$ cat config.mk
export PLATFORM = sky130hd
export DESIGN_NAME = apb_bank_arbiter
export DESIGN_NICKNAME = d
export VERILOG_FILES = /design/src/rtl/gpio_exp_pkg.sv /design/src/rtl/apb_rr_arb2.sv /design/src/rtl/apb_bank_arbiter.sv
export SDC_FILE = /design/constraint.sdc
export NUM_CORES = 1
export LEC_CHECK = 0
export CORE_ASPECT_RATIO = 1.5
export CORE_UTILIZATION = 51
export DETAILED_ROUTE_END_ITERATION = 16
export GPL_TIMING_DRIVEN = 0
export PLACE_DENSITY_LB_ADDON = 0.1
export SLEW_MARGIN = 10
export SYNTH_ARGS = -nofsm -noshare
export SYNTH_HDL_FRONTEND = slang
export SYNTH_HIERARCHICAL = 1
export SYNTH_SLANG_ARGS = --single-unit
$ cat constraint.sdc
create_clock -name sclk -period 3.5 [get_ports sclk]
set_clock_uncertainty 0.1 [all_clocks]
set_input_delay 0.525 -clock sclk [delete_from_list [all_inputs] [get_ports sclk]]
set_output_delay 0.525 -clock sclk [all_outputs]
set_load 0.005 [all_outputs]
$ cat src/rtl/gpio_exp_pkg.sv
// Shared definitions for the GPIO expander APB path: FSM encoding, default
// widths and the bank-select decode helper.
package gpio_exp_pkg;

  localparam int DEF_ADDR_W = 3;
  localparam int DEF_DATA_W = 8;

  localparam logic [2:0] ST_IDLE   = 3'd0;
  localparam logic [2:0] ST_SETUP  = 3'd1;
  localparam logic [2:0] ST_ACCESS = 3'd2;
  localparam logic [2:0] ST_DONE   = 3'd3;
  localparam logic [2:0] ST_BERR   = 3'd4;

  typedef enum logic [2:0] {
    S_IDLE   = ST_IDLE,
    S_SETUP  = ST_SETUP,
    S_ACCESS = ST_ACCESS,
    S_DONE   = ST_DONE,
    S_BERR   = ST_BERR
  } state_t;

  // One bit of the one-hot bank decode.
  function automatic logic bank_hit(input int unsigned bank, input int unsigned idx);
    return bank == idx;
  endfunction

endpackage

$ cat src/rtl/apb_rr_arb2.sv
// Two-way round-robin arbiter; on a tie the master not served last wins.
module apb_rr_arb2 (
  input  logic       sclk,
  input  logic       resetn,
  input  logic [1:0] req,
  input  logic       update,
  input  logic       owner,
  output logic [1:0] gnt
);

  logic last;

  // last=1 out of reset so m0 wins the first tie
  always_ff @(posedge sclk or negedge resetn) begin
    if (!resetn)     last <= 1'b1;
    else if (update) last <= owner;
  end

  assign gnt = (req == 2'b11) ? (last ? 2'b01 : 2'b10) : req;

endmodule

$ cat src/rtl/apb_bank_arbiter.sv
// Shares one APB bus to the GPIO banks between the SPI command path (m0) and
// the poll/interrupt engine (m1), with bank decode and a pready timeout.
module apb_bank_arbiter
  import gpio_exp_pkg::*;
#(
  parameter int NBANK      = 2,
  parameter int BANK_W     = 1,
  parameter int ADDR_WIDTH = DEF_ADDR_W,
  parameter int DATA_WIDTH = DEF_DATA_W,
  parameter int TIMEOUT    = 15
) (
  input  logic                  sclk,
  input  logic                  resetn,
  input  logic                  m0_req,
  input  logic                  m0_write,
  input  logic [BANK_W-1:0]     m0_bank,
  input  logic [ADDR_WIDTH-1:0] m0_addr,
  input  logic [DATA_WIDTH-1:0] m0_wdata,
  output logic                  m0_gnt,
  output logic                  m0_done,
  output logic                  m0_err,
  output logic [DATA_WIDTH-1:0] m0_rdata,
  input  logic                  m1_req,
  input  logic                  m1_write,
  input  logic [BANK_W-1:0]     m1_bank,
  input  logic [ADDR_WIDTH-1:0] m1_addr,
  input  logic [DATA_WIDTH-1:0] m1_wdata,
  output logic                  m1_gnt,
  output logic                  m1_done,
  output logic                  m1_err,
  output logic [DATA_WIDTH-1:0] m1_rdata,
  output logic [NBANK-1:0]      psel,
  output logic                  penable,
  output logic                  pwrite,
  output logic [ADDR_WIDTH-1:0] paddr,
  output logic [DATA_WIDTH-1:0] pwdata,
  input  logic [DATA_WIDTH-1:0] prdata,
  input  logic                  pready
);

  localparam int                CNT_W   = $clog2(TIMEOUT + 1);
  localparam logic [CNT_W-1:0]  CNT_MAX = CNT_W'(TIMEOUT - 1);
  localparam logic [BANK_W:0]   NB      = (BANK_W + 1)'(NBANK);

  state_t                          state;
  logic                            cmd_vld;
  logic                            owner;
  logic                            wr_q;
  logic [BANK_W-1:0]               bank_q;
  logic [ADDR_WIDTH-1:0]           addr_q;
  logic [DATA_WIDTH-1:0]           wdata_q;
  logic [CNT_W-1:0]                cnt;
  logic [1:0]                      req, arb_gnt, gnt_q, done_q, err_q;
  logic [1:0][DATA_WIDTH-1:0]      rdata_q;
  logic [NBANK-1:0]                sel_dec;
  logic                            bank_ok;
  logic                            upd;

  assign req     = {m1_req, m0_req};
  assign upd     = (state == S_DONE) || (state == S_BERR);
  assign bank_ok = {1'b0, bank_q} < NB;

  for (genvar i = 0; i < NBANK; i++) begin : g_dec
    assign sel_dec[i] = bank_hit(32'(bank_q), i);
  end

  apb_rr_arb2 u_arb (
    .sclk   (sclk),
    .resetn (resetn),
    .req    (req),
    .update (upd),
    .owner  (owner),
    .gnt    (arb_gnt)
  );

  // Grant and latch happen in IDLE; the following IDLE cycle launches the
  // latched command, so SETUP is visible the cycle after the gnt pulse.
  always_ff @(posedge sclk or negedge resetn) begin
    if (!resetn) begin
      state   <= S_IDLE;
      cmd_vld <= 1'b0;
      owner   <= 1'b0;
      wr_q    <= 1'b0;
      bank_q  <= '0;
      addr_q  <= '0;
      wdata_q <= '0;
      cnt     <= '0;
      gnt_q   <= '0;
      done_q  <= '0;
      err_q   <= '0;
      rdata_q <= '0;
      psel    <= '0;
      penable <= 1'b0;
      pwrite  <= 1'b0;
      paddr   <= '0;
      pwdata  <= '0;
    end else begin
      gnt_q  <= '0;
      done_q <= '0;
      err_q  <= '0;
      case (state)
        S_IDLE: begin
          if (cmd_vld) begin
            cmd_vld <= 1'b0;
            if (bank_ok) begin
              state  <= S_SETUP;
              psel   <= sel_dec;
              pwrite <= wr_q;
              paddr  <= addr_q;
              pwdata <= wdata_q;
            end else begin
              state         <= S_BERR;
              done_q[owner] <= 1'b1;
              err_q[owner]  <= 1'b1;
            end
          end else if (|arb_gnt) begin
            cmd_vld <= 1'b1;
            owner   <= arb_gnt[1];
            gnt_q   <= arb_gnt;
            wr_q    <= arb_gnt[1] ? m1_write : m0_write;
            bank_q  <= arb_gnt[1] ? m1_bank  : m0_bank;
            addr_q  <= arb_gnt[1] ? m1_addr  : m0_addr;
            wdata_q <= arb_gnt[1] ? m1_wdata : m0_wdata;
          end
        end
        S_SETUP: begin
          state   <= S_ACCESS;
          penable <= 1'b1;
          cnt     <= '0;
        end
        S_ACCESS: begin
          if (pready || cnt == CNT_MAX) begin
            state         <= S_DONE;
            psel          <= '0;
            penable       <= 1'b0;
            done_q[owner] <= 1'b1;
            err_q[owner]  <= !pready;
            if (!wr_q) rdata_q[owner] <= pready ? prdata : '0;
          end else begin
            cnt <= cnt + 1'b1;
          end
        end
        S_DONE:  state <= S_IDLE;
        S_BERR:  state <= S_IDLE;
        default: state <= S_IDLE;
      endcase
    end
  end

  assign m0_gnt   = gnt_q[0];
  assign m1_gnt   = gnt_q[1];
  assign m0_done  = done_q[0];
  assign m1_done  = done_q[1];
  assign m0_err   = err_q[0];
  assign m1_err   = err_q[1];
  assign m0_rdata = rdata_q[0];
  assign m1_rdata = rdata_q[1];

endmodule

==> impl_results.md <==
- Number of port buffers: 75
- Part of the Yosys area used for sequential elements: between 50 and 60%
- Final TNS setup: 0 ns
- Gr usage total: a little over a fifth
- Peak Freq: between 400 and 500 MHz
- Mux contribution to synthesized area: 17.4%
- Fin crit period: a little over 2 ns
- Via density: around 5.3
- H-tree levels: 3
- Post-CTS Setup Repair Bufs: 0
- Hold Vio Cnt, Final: 0
- Post-synth EDFFs: 0
- Tcrit/Tclk final: ~58%
- Synth-to-Final Area Change: 38.2%
- Syn Inst Count: 197
- Post-synth design cell area: 2640 um^2
- # setup viols final: 0
- Avg Inst Size Synth: 13.4 um^2
- Slew @ Worst Pin: 0.737 ns
- First-pass detailed-route iteration total: 4
- CTS tree: built
- Simple-Gate Fraction of Synth Area: under 10%
- I/O Pins: 76
- Critical path required time: about 3.6 ns
- Max-cap viol count: 0
- Layout cells sized above 1: around a quarter
- Crit. End Element: flop
- Initial core utilization: a little over half
- Largest net degree at the start of global routing: 60
- Min Hold Slack: approximately 0.16 ns
- Worst-path fanout max: 10
- Post-Synth Adder-Cell Area: 2.84%
- Crit path kind: in -> reg
- Clk root buf: clkbuf_8
- Overflow after GRT: 0
- First-pass GRT wire length: 8510 um
- CTS sink count: 59
- Seq. cell area: about 1500 um^2
- Num CTS Buffers: 9
- Clk slew on worst S/H paths: 0.06 ns
- Ant diodes: 0
- RSZ-0062 raised after global routing: no
- Largest family of logic cells by synthesized area: multiplexers
- Worst skew pair latency: around 0.32 ns
- Leak pwr: roughly 1.6 nW
- Cts repair resizes: 0
- Arr. time, crit path: about 2.1 ns
- Main flop type after synthesis: dfrtp_1
- Hold buffer count at cts: 0
- Post-synthesis compound-gate area fraction: between 10% and 20%
- Vias in the first global route: approximately 1900
- Antenna violations before repair: 0
- HP Class: in -> async
- Core Box Area: between 4000 and 5000 um^2
- Max Buffers Root-to-Sink: 2
- Async set-or-reset flop fraction in the synthesized netlist: 100%
- Final GP Congestion: between 0.7 and 0.8
- Drt initial violations: about 110
- Wire length per cell: about 14 um
- DRC: 0
- Post-route cell area: ~3700 um^2
- VDD IR max: roughly 0.45 mV
- Synth Area in XOR/XNOR: 0%
- Die Area: between 5000 and 6000 um^2
- Detail Placement HPWL: around 3600 um
- # fillers: 343
- NumNets Final: ~330
- Post-route ant nets: 0
- Syn nets: ~240
- Max-slew violations: 0
- DR vias: approximately 1900
- CP Launch Type: input port
- Std cell rows: 31
- Max-slew headroom: 50.9%
- Status: completed
- Die width: a little over 60 um
- Die height: 90.1 um
- Synth Warn #: 6
- Cell variety after synth: 44
- Yosys reg bits: 59
- Placed cell area: approximately 3500 um^2
- Pwr dens: approximately 800 nW/um^2
- Area of the multi-input gates: 1060 um^2
- Final wirelength: about 4900 um
## path summary, 6_finish.rpt
check / start / end / slack (ns) / cells past startpoint
max: m1_req / wr_q / 1.48 / 6
min: resetn / penable / 0.16 / 1
max reg2reg: state[0] / wdata_q[4] / 1.63 / 6
min reg2reg: m0_rdata[5] / m0_rdata[5] / 0.39 / 1
max in group asynchronous: resetn / paddr[2] / 2.66 / 1
min in group sclk: m0_rdata[5] / m0_rdata[5] / 0.39 / 1
## cell usage after synthesis (2+ instances only)
cell type	number	area, um^2
dfrtp_1	58	1450
buf_2	2	10.0
nand2_1	13	48.8
a21oi_1	4	20.0
mux2_2	39	439
nor2_1	3	11.3
buf_4	2	15.0
a32o_1	8	80.1
mux2i_1	2	20.0
o2bb2ai_1	10	87.6
nor3b_1	4	30.0
inv_1	9	33.8
buf_6	3	33.8
a211oi_1	2	15.0
and3_1	2	12.5
ha_1	6	75.1
o21ai_0	2	10.0
and2_1	2	12.5
## state kept, by name, summed over array words and instances, names as in the netlist
name        flops
psel            2
state           2
wdata_q         8
pwrite          1
addr_q          3
wr_q            1
gnt_q           2
penable         1
paddr           3
err_q           2
cnt             4
m0_rdata        8
done_q          2
owner           1
cmd_vld         1
u_arb/last      1
bank_q          1
m1_rdata        8
pwdata          8
## final cells by class
class	count	area share (%)
clock buffers	13	4.63
well taps	66	2.26
flip-flops and latches	59	40.5
repair buffers	75	20.5
inverters	10	1.03
plain buffers	9	1.82
multi-input cells	119	29.0
clock inverters	2	0.274
## cell families (layout without fill, tap and decap cells)
group / count (synthesis) / count (layout)
and+or+nand+nor: 35 / 35
adders and majority gates: 6 / 6
DFF: 59 / 59
muxes: 41 / 41
AOI/OAI and AO/OA: 37 / 37
buffers and inverters: 19 / 109
## cell usage in the layout (no fill, tap or decap), types with 3 or more instances in the layout
cell and count:
a32o_1 8, o2bb2ai_1 10, buf_6 3, inv_1 9, clkdlybuf4s50_1 74, nor3b_1 4
ha_1 6, buf_4 3, nand2_1 13, nor2_1 3, clkbuf_8 12, dfrtp_1 58
a21oi_1 4, mux2_2 39
## per-layer routing
metal	GRT usage (%)	part of all wire, %	wire [um]	vias to the layer above
met5	0	0	0	-
met4	8.71	1.4	68	0
met3	5.18	4.8	235	8
met2	34.1	53	2600	56
met1	25.6	41	2040	917
li1	-	-	-	885
## per-stage QoR
stage | setup slack [ns] | util [%] | power, mW | cells
floorplan | 1.75 | - | 1.81 | 197
global placement | -0.0250 | 71.1 | 2.33 | 338
detailed placement | 1.14 | 71.0 | 2.37 | 338
CTS | 1.49 | 74.7 | 2.93 | 353
global route | 1.44 | 74.7 | 3.10 | 353
finish | 1.48 | 74.7 | 2.89 | 353
## power by group
part	internal (mW)	switching, mW	leakage (nW)
Sequential	0.986	0.185	0.733
Clock	0.309	0.240	0.0953
Combinational	0.756	0.414	0.739
Total	2.05	0.840	1.57
## worst max-delay path, cell delays in order
cell and delay [ns]:
clkdlybuf4s50_1 0.49, a21boi_1 0.20, buf_6 0.15, buf_6 0.15
mux2_2 0.35, mux2_2 0.26
(Power assumes the default switching activity.)
